===== src/rtl/uart_block_assembler.sv =====
// Packs UART receiver bytes into AES-sized blocks on a valid/ready port.
// Optional idle-timeout discard of partial blocks: UART_BLOCK_ASSEMBLER_TIMEOUT_EN.
module uart_block_assembler #(
  parameter int BLOCK_BYTES  = 16,
  parameter int TIMEOUT_CLKS = 34720
) (
  input  logic                     CLK,
  input  logic                     RST_N,
  input  logic                     Rx_DV_in,
  input  logic [7:0]               Rx_Byte_in,
  input  logic                     Block_Ready_in,
  output logic                     Block_Valid_out,
  output logic [8*BLOCK_BYTES-1:0] Block_out,
  output logic [4:0]               Fill_Level_out,
  output logic                     Overrun_out,
  output logic                     Timeout_out
);

  localparam int BW = 8 * BLOCK_BYTES;
  localparam logic [4:0] LAST = 5'(BLOCK_BYTES - 1);
  localparam logic [4:0] FULL = 5'(BLOCK_BYTES);

  typedef enum logic {S_COLLECT, S_HOLD} state_t;

  state_t          state_q, state_d;
  logic            dv_q;
  logic [BW-1:0]   shreg_q, shreg_d;
  logic [BW-1:0]   blk_q, blk_d;
  logic [4:0]      fill_q, fill_d;
  logic            valid_q, valid_d;
  logic            ovr_q, ovr_d;
  logic            strobe, handshake, expire;
  logic [BW-1:0]   shifted;

  // A held-high strobe is a single byte: act only on its rising edge.
  assign strobe    = Rx_DV_in & ~dv_q;
  assign handshake = valid_q & Block_Ready_in;
  assign shifted   = {shreg_q[BW-9:0], Rx_Byte_in};

`ifdef UART_BLOCK_ASSEMBLER_TIMEOUT_EN
  localparam int TW = $clog2(TIMEOUT_CLKS);
  localparam logic [TW-1:0] TMAX = TW'(TIMEOUT_CLKS - 1);

  logic [TW-1:0] cnt_q, cnt_d;
  logic          tmo_q;

  assign expire = (state_q == S_COLLECT) && (fill_q != '0) && (cnt_q == TMAX);

  always_comb begin
    cnt_d = cnt_q;
    if (state_q == S_HOLD) begin
      if (handshake) cnt_d = '0;
    end else if (strobe || fill_q == '0 || expire) begin
      cnt_d = '0;
    end else begin
      cnt_d = cnt_q + TW'(1);
    end
  end

  always_ff @(posedge CLK or negedge RST_N) begin
    if (!RST_N) begin
      cnt_q <= '0;
      tmo_q <= 1'b0;
    end else begin
      cnt_q <= cnt_d;
      tmo_q <= expire & ~strobe;
    end
  end

  assign Timeout_out = tmo_q;
`else
  assign expire      = 1'b0;
  assign Timeout_out = 1'b0;
`endif

  always_comb begin
    state_d = state_q;
    shreg_d = shreg_q;
    blk_d   = blk_q;
    fill_d  = fill_q;
    valid_d = valid_q;
    ovr_d   = 1'b0;
    unique case (state_q)
      S_COLLECT: begin
        if (strobe) begin
          shreg_d = shifted;
          fill_d  = fill_q + 5'd1;
          if (fill_q == LAST) begin
            state_d = S_HOLD;
            valid_d = 1'b1;
            blk_d   = shifted;
            fill_d  = FULL;
          end
        end else if (expire) begin
          fill_d = '0;
        end
      end
      S_HOLD: begin
        if (handshake) begin
          state_d = S_COLLECT;
          valid_d = 1'b0;
          fill_d  = strobe ? 5'd1 : 5'd0;
          if (strobe) shreg_d = shifted;
        end else if (strobe) begin
          ovr_d = 1'b1;
        end
      end
    endcase
  end

  always_ff @(posedge CLK or negedge RST_N) begin
    if (!RST_N) begin
      state_q <= S_COLLECT;
      dv_q    <= 1'b0;
      shreg_q <= '0;
      blk_q   <= '0;
      fill_q  <= '0;
      valid_q <= 1'b0;
      ovr_q   <= 1'b0;
    end else begin
      state_q <= state_d;
      dv_q    <= Rx_DV_in;
      shreg_q <= shreg_d;
      blk_q   <= blk_d;
      fill_q  <= fill_d;
      valid_q <= valid_d;
      ovr_q   <= ovr_d;
    end
  end

  assign Block_Valid_out = valid_q;
  assign Block_out       = blk_q;
  assign Fill_Level_out  = fill_q;
  assign Overrun_out     = ovr_q;

endmodule


===== config.mk =====
export PLATFORM = sky130hd
export DESIGN_NAME = uart_block_assembler
export DESIGN_NICKNAME = d
export VERILOG_FILES = /design/src/rtl/uart_block_assembler.sv
export SDC_FILE = /design/constraint.sdc
export NUM_CORES = 1
export LEC_CHECK = 0
export ABC_AREA = 1
export BUFFER_PORTS_ARGS = -buffer_cell sky130_fd_sc_hd__buf_2
export CORE_ASPECT_RATIO = 1.25
export CORE_MARGIN = 4
export CORE_UTILIZATION = 45
export CTS_BUF_LIST = sky130_fd_sc_hd__clkbuf_4 sky130_fd_sc_hd__clkbuf_8
export DETAILED_ROUTE_END_ITERATION = 6
export PLACE_DENSITY = 0.65
export SYNTH_ARGS = -nofsm -noshare
export SYNTH_HDL_FRONTEND = slang
export SYNTH_SLANG_ARGS = --single-unit

===== constraint.sdc =====
create_clock -name CLK -period 2.7 [get_ports CLK]
set_input_delay 0.27 -clock CLK [delete_from_list [all_inputs] [get_ports CLK]]
set_output_delay 0.27 -clock CLK [all_outputs]
set_load 0.02 [all_outputs]

==> flow_metrics.tcl <==
set metrics [dict create \
    status "finished, final reports clean" \
    io_buffers 146 \
    clkSinkCount 257 \
    hold_path_end "Overrun_out$_DFF_PN0_" \
    drtPass1Iterations 4 \
    yosysWarnings 0 \
    maxCapViolCount 0 \
    clock_skew_ps 14.35 \
    final_cell_mix "257 x dfrtp_1, 230 x nand2_1, 172 x o21ai_1" \
    cp_slowest_cell "buf_12" \
    setup_viol 0 \
    drive_above_1_share 0.2558 \
    worst_slew_pin_slew_ps 651.9 \
    die_area_mm2 0.02471 \
    htreeDepth 2 \
    postCtsSetupRepairBufs 0 \
    rsz0062_at_grt "no" \
    power_density_mw_per_mm2 955.4 \
    syn_nets 995 \
    final_common_cell "dfrtp_1" \
    reg2reg_depth 8 \
    r2r_setup_slack_ps 630 \
    path_max_fanout 129 \
    place_congestion 0.8266 \
    coreArea_mm2 0.02170 \
    cp_cell_sequence "ha_1 > nand2_1 > nor2_1 > ha_1 > nand3_4 > buf_12 > nand2_1 > o21ai_1" \
    ys_seq_area_frac 0.6424 \
    power.leakage_nw 5.882 \
    clockBufferDepth 3 \
    hpwlAfterDp_um 13100 \
    peakVddDrop_v 0.0004433 \
    relSlewSlack 0.5654 \
    yosys.area.top_type "dfrtp_1" \
    crit-reg2reg-capture "Block_out[35]$_DFFE_PN0P_" \
    hold-path-cell-count 4 \
    grt_overflow 0 \
    arrival_ps 2510 \
    syn2layout_area_growth_pct 17.81 \
    min_period_ps 2065 \
    io_pins 148 \
    fin_nets 1152 \
    hold_viol_final 0 \
    grt_max_degree 130 \
    syn_avg_cell_area_um2 10.20 \
    instances_no_fill 1448 \
    drtIter0Drc 283 \
    syn_area_mm2 0.01001 \
    remaining_drc_errors 0 \
    min_from "Block_Ready_in" \
    startpoint_type "flop" \
    wl_per_cell_um 13.86 \
    synth_ff_type "dfrtp_1" \
    initial_core_util 0.4614 \
    grt_pass1_wl_um 34240 \
    synth_edf_count 0 \
    clk-insertion-delay-late_ps 530 \
    critical_path_class "flop to flop" \
    clkTransAtPathRegs_ps 60 \
    synth_async_sr_flop_share 1.000 \
    crit_required_ps 3150 \
    cts_tree "done" \
    setup-tns-final_ps 0 \
    vias 6694 \
    numCtsBuffers 42 \
    synthTopCellsByArea "dfrtp_1 64%, nand2_1 8.6%, o21ai_1 8.6%, inv_1 5.1%, o21ai_2 2.6%" \
    routed_wl_um 20070 \
    timing.rr.start "Fill_Level_out[0]$_DFFE_PN0P_" \
    min_path_type "input port to flop" \
    fin_util 0.5436 \
    grt_pass1_vias 6778 \
    postRouteAntennaNets 0 \
    fp.dieH_um 174.8 \
    slew_viol_final 0 \
    fmax_ghz 0.4842 \
    cts-root-buf "clkbuf_8" \
    fin_hold_ws_ps 107.4 \
    die_w_um 141.4 \
    fillCellCount 2005 \
    synth_cell_type_count 23 \
    endpoint_kind "flop" \
    yosysTopAreaCellShare 0.6424 \
    n_antenna_cell 0 \
    rows 60 \
    dpl.cell_count 1363 \
    fin_crit_sh 0.7649 \
    ys_ff_latch 257 \
    drt-vias-per-instance 4.623 \
    antenna_found_initial 0 \
    synth_cells 981 \
    grt_usage 0.1677 \
    max_stage_delay_ps 430 \
]
[final cells by class]
| cell class | instances | area, um^2 | area share |
|---|---|---|---|
| Sequential cell | 257 | 6431 | 0.5453 |
| Multi-Input combinational cell | 532 | 2565 | 0.2175 |
| Timing Repair Buffer | 168 | 1006 | 0.08530 |
| Clock buffer | 73 | 917.1 | 0.07776 |
| Inverter | 137 | 515.5 | 0.04371 |
| Tap cell | 279 | 349.1 | 0.02960 |
| Clock inverter | 2 | 10.01 | 0.0008487 |
[cells by family after synthesis]
group,count (synthesis),synth area share
buf+inv,192,0.1022
other cells,1,0.0003746
flops,257,0.6424
simple gates,275,0.1140
fa+ha+maj,2,0.002499
compound gates,254,0.1385
[cell usage after synthesis (3+ instances only)]
master	instances
buf_2	3
buf_4	20
buf_6	22
buf_8	5
clkbuf_1	4
dfrtp_1	257
inv_1	135
nand2_1	230
nand2_2	32
nand3_1	6
nor2_1	5
o21ai_0	48
o21ai_1	172
o21ai_2	30
[metal layers]
layer,up-vias,part of all wire,GRT usage
met5,-,0,0
met4,0,0.017,0.04920
met3,29,0.061,0.04380
met2,145,0.49,0.2772
met1,3125,0.43,0.2188
li1,3395,-,-
[power breakdown]
| part | switching, mW | internal (mW) | leakage [nW] | total (mW) |
|---|---|---|---|---|
| clock network | 1.45 | 2.12 | 0.496 | 3.57 |
| registers | 0.544 | 4.79 | 3.50 | 5.34 |
| logic | 1.54 | 0.814 | 1.88 | 2.36 |
[flip-flops by register name, indices dropped and copies added, names as in the netlist]
name,flops
Block_Valid_out,1
Block_out,128
Fill_Level_out,5
Overrun_out,1
dv_q,1
shreg_q,120
state_q,1
[metrics by stage]
step | worst slack, ps | instance area, um^2 | power [mW]
6_report | 634.7 | 11790 | 11.27
5_1_grt | 457.6 | 11790 | 12.07
4_1_cts | 671.1 | 11790 | 11.47
3_5_place_dp | 678.1 | 10770 | 7.810
3_3_place_gp | 781.9 | 10770 | 7.726
2_1_floorplan | 1028 | 10010 | 7.060
[how the worst max path moves through the flow]
stage | start | endpoint | slack, ps | cells after the start
2_1_floorplan | Fill_Level_out[1]$_DFFE_PN0P_ | Block_out[77]$_DFFE_PN0P_ | 1030 | 9
3_3_place_gp | Fill_Level_out[0]$_DFFE_PN0P_ | Block_out[33]$_DFFE_PN0P_ | 780 | 8
3_5_place_dp | Fill_Level_out[0]$_DFFE_PN0P_ | Block_out[35]$_DFFE_PN0P_ | 680 | 8
4_1_cts | Fill_Level_out[0]$_DFFE_PN0P_ | Block_out[35]$_DFFE_PN0P_ | 670 | 8
5_1_grt | Fill_Level_out[0]$_DFFE_PN0P_ | Block_out[38]$_DFFE_PN0P_ | 460 | 8
6_report | Fill_Level_out[0]$_DFFE_PN0P_ | Block_out[35]$_DFFE_PN0P_ | 630 | 8
[worst max-delay path, delay by kind of cell, from the launching register on]
kind | cells | cell delay (ps)
and+or+nand+nor | 4 | 490
DFF | 1 | 410
AOI/OAI and AO/OA | 1 | 110
adders and majority gates | 2 | 440
buffers and inverters | 1 | 430
[timing repair]
item                                    CTS  global route
hold buffers                             10             0
gates resized for setup                   0             0
endpoints found under the setup margin    0             0
endpoints found under the hold margin    93             0
No activity file was read; power rests on OpenSTA's default activity.
